[config.mk]
export PLATFORM = sky130hd
export DESIGN_NAME = placar_controle
export DESIGN_NICKNAME = d
export VERILOG_FILES = /design/src/rtl/placar_pkg.sv /design/src/rtl/placar_botao.sv /design/src/rtl/placar_controle.sv
export SDC_FILE = /design/constraint.sdc
export NUM_CORES = 1
export LEC_CHECK = 0
export BUFFER_PORTS_ARGS = -buffer_cell sky130_fd_sc_hd__buf_4
export CORE_MARGIN = 2
export CORE_UTILIZATION = 35
export CTS_CLUSTER_DIAMETER = 30
export DETAILED_ROUTE_END_ITERATION = 8
export PLACE_DENSITY = 0.53
export SLEW_MARGIN = 30
export SYNTH_ARGS = -nofsm -noshare
export SYNTH_HDL_FRONTEND = slang
export SYNTH_SLANG_ARGS = --single-unit
[constraint.sdc]
create_clock -name clk -period 2.5 [get_ports clk]
set_clock_uncertainty 0.15 [all_clocks]
set_input_delay 0.25 -clock clk [delete_from_list [all_inputs] [get_ports clk]]
set_output_delay 0.25 -clock clk [all_outputs]
set_load 0.02 [all_outputs]
[src/rtl/placar_pkg.sv]
// placar_pkg: shared types and constants for the scoreboard controller.
//   estado_t          - controller FSM states
//   PONTO1..PONTO3    - point values of buttons A, B and C
//   PONTOS_W          - width of a team score (7 bits, holds 0..99)
//   codifica_pontos() - priority encoder over same-cycle presses (C > B > A)
package placar_pkg;

  localparam int PONTOS_W = 7;

  typedef enum logic [1:0] {
    IDLE,
    CARREGA,
    VERIFICA,
    BUZINA
  } estado_t;

  localparam logic [1:0] PONTO1 = 2'd1;
  localparam logic [1:0] PONTO2 = 2'd2;
  localparam logic [1:0] PONTO3 = 2'd3;

  // Returns 0 when no button was pressed.
  function automatic logic [1:0] codifica_pontos(input logic a, input logic b, input logic c);
    logic [1:0] v;
    v = 2'd0;
    if (c) v = PONTO3;
    else if (b) v = PONTO2;
    else if (a) v = PONTO1;
    return v;
  endfunction

endpackage

[src/rtl/placar_botao.sv]
// placar_botao: conditions one raw push button into a single-cycle press pulse.
//   clk, rst_n  - clock, asynchronous active-low reset
//   btn         - raw asynchronous active-high button
//   press       - one-cycle pulse on each accepted rising edge
// Macro PLACAR_DEBOUNCE_EN: when defined, the synchronised level must stay
// stable for DEBOUNCE_CYCLES consecutive cycles before it is accepted.
module placar_botao #(
  parameter int DEBOUNCE_CYCLES = 50000
) (
  input  logic clk,
  input  logic rst_n,
  input  logic btn,
  output logic press
);

  if (DEBOUNCE_CYCLES < 1) begin : g_param_check
    $error("placar_botao: DEBOUNCE_CYCLES must be at least 1");
  end

  logic sync1;
  logic sync2;
  logic nivel;
  logic nivel_q;

  always_ff @(posedge clk or negedge rst_n) begin
    if (!rst_n) begin
      sync1 <= 1'b0;
      sync2 <= 1'b0;
    end else begin
      sync1 <= btn;
      sync2 <= sync1;
    end
  end

`ifdef PLACAR_DEBOUNCE_EN
  localparam int CNT_W = (DEBOUNCE_CYCLES > 1) ? $clog2(DEBOUNCE_CYCLES) : 1;
  localparam logic [CNT_W-1:0] CNT_FIM = CNT_W'(DEBOUNCE_CYCLES - 1);

  logic [CNT_W-1:0] cnt;

  // The counter only runs while the synchronised level disagrees with the
  // accepted one; any return to the accepted level restarts it.
  always_ff @(posedge clk or negedge rst_n) begin
    if (!rst_n) begin
      nivel <= 1'b0;
      cnt   <= '0;
    end else if (sync2 == nivel) begin
      cnt <= '0;
    end else if (cnt == CNT_FIM) begin
      nivel <= sync2;
      cnt   <= '0;
    end else begin
      cnt <= cnt + 1'b1;
    end
  end
`else
  assign nivel = sync2;
`endif

  always_ff @(posedge clk or negedge rst_n) begin
    if (!rst_n) begin
      nivel_q <= 1'b0;
      press   <= 1'b0;
    end else begin
      nivel_q <= nivel;
      press   <= nivel & ~nivel_q;
    end
  end

endmodule

[src/rtl/placar_controle.sv]
// placar_controle: sequencing controller of the basketball scoreboard.
// Conditions the three point buttons, holds both team scores and time-shares
// the external 7-bit adder/subtractor to update them.
//   clk, rst_n            - clock, asynchronous active-low reset
//   btn_a/btn_b/btn_c     - raw buttons worth 1/2/3 points
//   chave_negativa        - 1 = subtract, 0 = add (sampled on accepted press)
//   mudar_time            - target team (sampled on accepted press)
//   zerar                 - synchronous clear of both scores, aborts any operation
//   alu_a/alu_b/alu_sub   - operands and subtract select to the external adder
//   alu_s/alu_cout        - adder result and carry-out (1 = no borrow when subtracting)
//   pontos_time0/1        - registered team scores
//   buzzer                - high for BUZZ_CYCLES after a rejected operation
//   led                   - one-cycle pulse when a result is committed
//   ocupado               - high while the FSM is not idle
// Macro PLACAR_DEBOUNCE_EN: enables the per-button debouncers in placar_botao.
module placar_controle
  import placar_pkg::*;
#(
  parameter int DEBOUNCE_CYCLES = 50000,
  parameter int BUZZ_CYCLES     = 25000000,
  parameter int MAX_PONTOS      = 99
) (
  input  logic                clk,
  input  logic                rst_n,
  input  logic                btn_a,
  input  logic                btn_b,
  input  logic                btn_c,
  input  logic                chave_negativa,
  input  logic                mudar_time,
  input  logic                zerar,
  output logic [PONTOS_W-1:0] alu_a,
  output logic [PONTOS_W-1:0] alu_b,
  output logic                alu_sub,
  input  logic [PONTOS_W-1:0] alu_s,
  input  logic                alu_cout,
  output logic [PONTOS_W-1:0] pontos_time0,
  output logic [PONTOS_W-1:0] pontos_time1,
  output logic                buzzer,
  output logic                led,
  output logic                ocupado
);

  localparam int BUZZ_W = (BUZZ_CYCLES > 1) ? $clog2(BUZZ_CYCLES) : 1;
  localparam logic [BUZZ_W-1:0]   BUZZ_FIM = BUZZ_W'(BUZZ_CYCLES - 1);
  localparam logic [PONTOS_W-1:0] MAX_P    = PONTOS_W'(MAX_PONTOS);

  logic press_a, press_b, press_c;

  placar_botao #(.DEBOUNCE_CYCLES(DEBOUNCE_CYCLES)) u_botao_a (
    .clk(clk), .rst_n(rst_n), .btn(btn_a), .press(press_a)
  );
  placar_botao #(.DEBOUNCE_CYCLES(DEBOUNCE_CYCLES)) u_botao_b (
    .clk(clk), .rst_n(rst_n), .btn(btn_b), .press(press_b)
  );
  placar_botao #(.DEBOUNCE_CYCLES(DEBOUNCE_CYCLES)) u_botao_c (
    .clk(clk), .rst_n(rst_n), .btn(btn_c), .press(press_c)
  );

  estado_t           estado, prox;
  logic [1:0]        valor;
  logic [1:0]        op_pontos;
  logic              op_neg;
  logic              op_time;
  logic [BUZZ_W-1:0] buzz_cnt;
  logic              carrega_op;
  logic              commit;
  logic              inicia_buzz;
  logic              valido;

  assign valor = codifica_pontos(press_a, press_b, press_c);

  always_ff @(posedge clk or negedge rst_n) begin
    if (!rst_n) estado <= IDLE;
    else        estado <= prox;
  end

  // zerar overrides everything decided here, including a same-cycle commit.
  always_comb begin
    prox        = estado;
    carrega_op  = 1'b0;
    commit      = 1'b0;
    inicia_buzz = 1'b0;
    valido      = 1'b0;
    case (estado)
      IDLE: begin
        if (valor != 2'd0) begin
          prox       = CARREGA;
          carrega_op = 1'b1;
        end
      end
      CARREGA: prox = VERIFICA;
      VERIFICA: begin
        // Add overflows on carry-out or beyond the two-digit limit;
        // subtract underflows when there is a borrow (carry-out low).
        valido = op_neg ? alu_cout : (!alu_cout && (alu_s <= MAX_P));
        if (valido) begin
          commit = 1'b1;
          prox   = IDLE;
        end else begin
          inicia_buzz = 1'b1;
          prox        = BUZINA;
        end
      end
      BUZINA: begin
        if (buzz_cnt == '0) prox = IDLE;
      end
      default: prox = IDLE;
    endcase
    if (zerar) begin
      prox        = IDLE;
      carrega_op  = 1'b0;
      commit      = 1'b0;
      inicia_buzz = 1'b0;
    end
  end

  always_ff @(posedge clk or negedge rst_n) begin
    if (!rst_n) begin
      op_pontos <= 2'd0;
      op_neg    <= 1'b0;
      op_time   <= 1'b0;
    end else if (carrega_op) begin
      op_pontos <= valor;
      op_neg    <= chave_negativa;
      op_time   <= mudar_time;
    end
  end

  // Loaded with BUZZ_CYCLES-1 so BUZINA lasts exactly BUZZ_CYCLES cycles.
  always_ff @(posedge clk or negedge rst_n) begin
    if (!rst_n) begin
      buzz_cnt <= '0;
    end else if (zerar) begin
      buzz_cnt <= '0;
    end else if (inicia_buzz) begin
      buzz_cnt <= BUZZ_FIM;
    end else if (estado == BUZINA && buzz_cnt != '0) begin
      buzz_cnt <= buzz_cnt - 1'b1;
    end
  end

  // Operands are driven only during VERIFICA; zero otherwise.
  always_ff @(posedge clk or negedge rst_n) begin
    if (!rst_n) begin
      alu_a   <= '0;
      alu_b   <= '0;
      alu_sub <= 1'b0;
    end else if (estado == CARREGA && !zerar) begin
      alu_a   <= op_time ? pontos_time1 : pontos_time0;
      alu_b   <= {{(PONTOS_W-2){1'b0}}, op_pontos};
      alu_sub <= op_neg;
    end else begin
      alu_a   <= '0;
      alu_b   <= '0;
      alu_sub <= 1'b0;
    end
  end

  always_ff @(posedge clk or negedge rst_n) begin
    if (!rst_n) begin
      pontos_time0 <= '0;
      pontos_time1 <= '0;
      led          <= 1'b0;
    end else begin
      led <= commit;
      if (zerar) begin
        pontos_time0 <= '0;
        pontos_time1 <= '0;
      end else if (commit) begin
        if (op_time) pontos_time1 <= alu_s;
        else         pontos_time0 <= alu_s;
      end
    end
  end

  assign buzzer  = (estado == BUZINA);
  assign ocupado = (estado != IDLE);

endmodule

==> key figures, run 1 <==
GRT
  – Grt ovf: 0
  – Largest net degree at the start of global routing: 69
  – Vias in the first global route: 2375
  – First-pass GRT wire length: 11.9 mm
  – Initial antenna violation count: 0
  – GRT Util Overall: 15.3%

Worst setup path
  – Bufs and invs on worst path: 0
  – Top delay family on crit path: simple AND/OR/NAND/NOR gates
  – Startpoint types: register
  – CP Capture Type: register
  – Critical-path cell list: or4_4, or4_4, nor4b_4, xnor2_1, a21oi_1
  – Worst path arrival time: 2.49 ns
  – Slowest stage delay, CP: 0.65 ns
  – Cell mode on critical path: or4_4
  – Worst R2R Setup Slack: approximately 0.070 ns
  – Crit Path Max Fanout: 11
  – WS Path Type: register to register
  – Worst EP required: 2.56 ns
  – Crit-path slowest cell: or4_4

Timing
  – Max Transition Viols Final: 0
  – Setup Viol. Count Final: 0
  – Final period utilization: a little over nine tenths
  – FMAX: 412 MHz
  – Fin. Hold Viols: 0
  – Min Hold Slack: 0.0173 ns
  – Worst rel slew slack: 43.0%
  – Slew @ Worst Pin: 0.856 ns
  – Min Clock Period, post-route: 2.43 ns
  – RSZ-0062 raised after global routing: yes

Die
  – Die Ht: between 90 and 100 µm
  – Die width: 98.1 µm
  – IO Pins: 48
  – Initial core utilization: 35.9%
  – Die Area: 9630 µm²
  – Site Rows: 34
  – Core area: 8640 µm²

Placement
  – Port Buffers: 42
  – HPWL Detailed: between 4 and 5 mm
  – Placed cell count: 440
  – Routability cong.: around 0.76

Synth
  – Ys async rst share: 100%
  – Mapped Avg Cell Area: 10.8 µm²
  – Largest area contributor in the netlist: dfrtp_1
  – Yosys cell types: 45
  – Leading post-synthesis cells by cell area: dfrtp_1 55%, mux2i_1 7.1%, nor2_1 5.0%
  – Register area share after synthesis: 54.9%
  – Top-count cell post-synth: dfrtp_1
  – Post-Synthesis Cells: 286
  – EDFF count, synth: 0
  – Yosys warns: 0
  – Cell Area, Synth: 3100 µm²
  – FF+latch count, synth: 68
  – Area fraction of the dominant cell type after synthesis: 54.9%
  – Main synth FF type: dfrtp_1
  – Most common library cells after synthesis: 68 x dfrtp_1, 41 x nor2_1, 22 x a21oi_1, 22 x mux2i_1, 12 x clkbuf_1

Clock tree
  – Clk buf depth: 2
  – CTS H-Tree Depth: 3
  – CTS tree: built
  – CTS root buf: clkbuf_8
  – CTS sink count: 68
  – Reg clk slew, reported paths: 0.08 ns
  – TritonCTS buffer count: 9
  – Skew-Pair Late Insertion Delay: 0.35 ns

Power
  – PwrDens: 798 nW/µm²
  – P_leak: 1.86 nW
  – Pwr Total: between 3 and 4 mW
  – Worst vdd ir: slightly above 0.3 mV

Detailed routing
  – Post-route DRC: 0
  – Drt first pass iters: 4
  – Vias per cell: 5.03
  – Final wirelength: around 7 mm
  – Wire per inst: 15.0 µm
  – DRT iter0 DRCs: between 80 and 90
  – Antenna Nets Post-Route: 0
  – Vias: 2337

Finish
  – Share of layout cells above drive strength 1: 26.3%
  – Post-Layout Cell Count: 465
  – Area growth, synth to finish: 25.6%
  – ANT cells: 0
  – Post-layout util: a little under half
  – Nets: 370

Job
  – Max-Cap Viols: 0

Min path
  – Worst min path class: input port to register

Outcome
  – Outcome: complete, no violations
-- per-layer routing --
layer / GRT usage [%] / vias up / wire length [µm]
met5: 0 / - / 0
met4: 5.77 / 0 / 107
met3: 4.08 / 11 / 345
met2: 24.0 / 55 / 3210
met1: 20.5 / 1148 / 3330
li1: - / 1123 / -
-- worst reg2reg max path: stages (launching register included) --
cell and delay [ns]:
dfrtp_1 0.41, or4_4 0.55, or4_4 0.65, nor4b_4 0.31, xnor2_1 0.15, a21oi_1 0.08
-- stage by stage --
stage          cell area, µm²  setup WS, ns  setup TNS (ns)
6_report                 3890        0.0701               0
5_1_grt                  3890      -0.00462        -0.00842
4_1_cts                  3870        0.0638               0
3_5_place_dp             3610        0.0123               0
3_3_place_gp             3610        0.0559               0
2_1_floorplan            3120         0.106               0
-- flip-flops by register name, indices dropped and copies added, names as in the netlist, 2 cells and up --
| name | cells |
|---|---|
| buzz_cnt | 25 |
| alu_a | 7 |
| pontos_time0 | 7 |
| pontos_time1 | 7 |
| alu_b | 2 |
| estado | 2 |
| op_pontos | 2 |
-- power breakdown --
group,internal (mW),switching [mW]
clock,0.364,0.466
sequential,1.19,0.0988
combinational,0.457,0.529
total,2.01,1.09
-- layout make-up --
| class | count | area (µm²) |
|---|---|---|
| fill | 852 | 4740 |
| sequential | 68 | 1700 |
| multi-input combinational | 198 | 1320 |
| timing repair buffer | 69 | 538 |
| tap | 108 | 135 |
| clock buffer | 9 | 124 |
| clock inverter | 7 | 51.3 |
| inverter | 6 | 22.5 |
-- worst paths after layout --
path | start | end | depth (start not counted)
worst max-delay path | buzz_cnt[5] | buzz_cnt[16] | 5
worst min-delay path | alu_s[4] | pontos_time1[4] | 3
worst max register to register | buzz_cnt[5] | buzz_cnt[16] | 5
worst min register to register | u_botao_a.sync1 | u_botao_a.nivel | 0
max in group asynchronous | rst_n | pontos_time0[3] | 2
min in group asynchronous | rst_n | buzz_cnt[9] | 2
-- cells by family after synthesis --
kind of cell	count (synthesis)	synth area share, %
buffers and inverters	25	3.87
other	1	0.121
DFF	68	54.9
muxes	24	7.83
adders and majority gates	2	0.807
and+or+nand+nor	108	19.5
AOI/OAI and AO/OA	38	7.30
xor gates and xnor gates	20	5.65
-- timing repair --
| item | CTS | global route |
|---|---|---|
| buffers inserted | 0 | 0 |
| endpoints found under the setup margin | 1 | 6 |
| gates resized for setup | 1 | 3 |
| gates cloned | 0 | 1 |
| hold endpoints to repair | 76 | 0 |
| pin swaps | 0 | 2 |
| hold buffers | 8 | 0 |
-- placed cells by master, fill, tap and decap left out, drive strengths merged, types with 2 or more instances in the layout --
cell type    Yosys  routed
nor4b            2       2
nand4b           2       2
and2             5       5
nand2            3       3
nor3b            2       2
o2111ai          2       2
or2              6       6
xnor2           10      10
xor2            10      10
o21ai            5       5
nand4            3       3
nor3            10      10
or3              5       6
clkinvlp         0       2
mux2i           22      22
nor2            41      41
buf              7      61
and3             3       3
mux2             2       2
or4              8       8
a31oi            2       2
inv              6       8
conb             1       5
a21oi           22      22
clkbuf          12       9
nor4             6       6
dlygate4sd3      0       8
clkinv           0       3
o211ai           2       2
nor2b            4       4
dfrtp           68      68
ha               2       2
nand3            4       4
Note: power is estimated with default switching activity, not from simulation.
==> run 2: changes to the inputs <==
CORE_UTILIZATION = 40   (was 35)
PLACE_DENSITY = 0.59   (was 0.53)
==> run 2 against run 1 <==
Wire length down 4.2%; total power down 0.13%; register-to-register slack better by 0.04 ns; hold slack worse by 0.0030 ns; combinational power down 2.7%.
==> key figures, run 2 (synthesis results as in run 1) <==
Outcome
  – Outcome: complete, no violations

Detailed routing
  – Drt first pass iters: 4
  – Vias: 2343
  – Antenna Nets Post-Route: 0
  – Final wirelength: 6.70 mm
  – Post-route DRC: 0
  – Wire per inst: 14.7 µm
  – DRT iter0 DRCs: 120
  – Vias per cell: 5.14

Power
  – PwrDens: between 800 and 900 nW/µm²
  – P_leak: between 1.5 and 2 nW
  – Worst vdd ir: 0.379 mV
  – Pwr Total: 3.10 mW

Clock tree
  – CTS root buf: clkbuf_8
  – TritonCTS buffer count: 9
  – Clk buf depth: 2
  – CTS sink count: 68
  – CTS tree: built
  – Reg clk slew, reported paths: approximately 0.080 ns
  – CTS H-Tree Depth: 3
  – Skew-Pair Late Insertion Delay: 0.34 ns

Worst setup path
  – WS Path Type: register to register
  – Worst EP required: 2.56 ns
  – Worst path arrival time: 2.46 ns
  – Crit Path Max Fanout: 6
  – CP Capture Type: register
  – Startpoint types: register

Timing
  – RSZ-0062 raised after global routing: yes
  – Min Clock Period, post-route: 2.39 ns
  – Setup Viol. Count Final: 0
  – Fin. Hold Viols: 0
  – Min Hold Slack: roughly 0.014 ns
  – Final period utilization: between 90 and 100%
  – FMAX: 418 MHz
  – Max Transition Viols Final: 0
  – Worst rel slew slack: 59.5%
  – Slew @ Worst Pin: 0.607 ns
  – Setup ws final: 0.108 ns

Finish
  – Max reg flops: 25
  – Commonest cells after routing, fill and taps aside: 68 x dfrtp_1, 59 x buf_4, 41 x nor2_1
  – Area growth, synth to finish: 24.7%
  – Fillers: 722
  – Register with the most flip-flops: buzz_cnt
  – Nets: 367
  – ANT cells: 0
  – Post-layout util: between 50% and 60%
  – Most common cell after layout, fill and taps aside: dfrtp_1
  – FF/Latch Area: 1700 µm²
  – Share of layout cells above drive strength 1: 26.6%
  – Area of the multi-input gates: 1320 µm²
  – Post-Layout Cell Count: 456

Die
  – Core area: between 7000 and 8000 µm²
  – Die width: slightly above 90 µm
  – Initial core utilization: 40.8%
  – Site Rows: 32
  – Die Ht: 92.0 µm
  – IO Pins: between 40 and 50
  – Die Area: 8470 µm²

GRT
  – Initial antenna violation count: 0
  – GRT Util Overall: 17.1%
  – Vias in the first global route: 2310
  – Largest net degree at the start of global routing: 69
  – Grt ovf: 0
  – First-pass GRT wire length: between 10 and 15 mm

Min path
  – Worst min path class: input port to register

Placement
  – Placed cell count: 433
  – Port Buffers: 42
  – Pre-CTS setup slack: -0.0233 ns
  – HPWL Detailed: 4.50 mm
  – Routability cong.: 0.801

Job
  – Max-Cap Viols: 0
## run 2: cell count changes in the layout (fill, tap and decap cells not counted), sizes merged
cell         delta
buf             -1
clkinvlp        -1
dlygate4sd3     -2
inv             +1
or3             -1
or4             +1
## run 2: stage by stage
stage / setup TNS [ns] / area [µm²]
after detailed placement: -0.0439 / 3600
after global routing: -0.0257 / 3870
after floorplan: 0 / 3120
after CTS: 0 / 3840
final: 0 / 3870
after global placement: 0 / 3600
## run 2: final cells by class
cell class                      count  share of cell area (%)
Sequential cell                    68                    44.0
Clock buffer                        9                    3.20
Clock inverter                      7                    1.52
Inverter                            6                   0.583
Multi-Input combinational cell    198                    34.1
Timing Repair Buffer               66                    13.3
Tap cell                          102                    3.30
## run 2: where the power goes
| part | internal, mW | switching [mW] |
|---|---|---|
| registers | 1.19 | 0.103 |
| clock network | 0.375 | 0.473 |
| logic | 0.459 | 0.500 |
| total | 2.03 | 1.08 |
## run 2: path summary, 6_finish.rpt
| kind | end | slack (ns) | startpoint | cells after the start |
|---|---|---|---|---|
| min reg2reg | u_botao_b.nivel | 0.21 | u_botao_b.sync1 | 0 |
| min | pontos_time1[1] | 0.01 | alu_s[1] | 3 |
| min in group asynchronous | buzz_cnt[20] | 0.31 | rst_n | 2 |
| max | buzz_cnt[16] | 0.11 | buzz_cnt[5] | 5 |
| max reg2reg | buzz_cnt[16] | 0.11 | buzz_cnt[5] | 5 |
| max in group asynchronous | pontos_time1[0] | 1.46 | rst_n | 2 |
## run 2: metal layers
layer  wire [µm]  vias up  track usage (%)
li1            -     1126                -
met1        3160     1171             23.3
met2        3180       37             26.9
met3         261        9             3.62
met4          93        0             6.34
met5           0        -                0
## run 2: critical path, cell delays in order, from the launching register on
cell,delay [ns]
dfrtp_1,0.42
or4_4,0.56
or4_4,0.60
nor4b_4,0.30
xnor2_1,0.16
a21oi_1,0.08
## run 2: what timing repair did
item,in CTS,in global routing
hold buffers,6,0
hold endpoints to repair,73,0
pin swaps,0,1
setup buffers,0,0
cloned,0,1
setup endpoints to repair,4,6
resized for setup,1,3
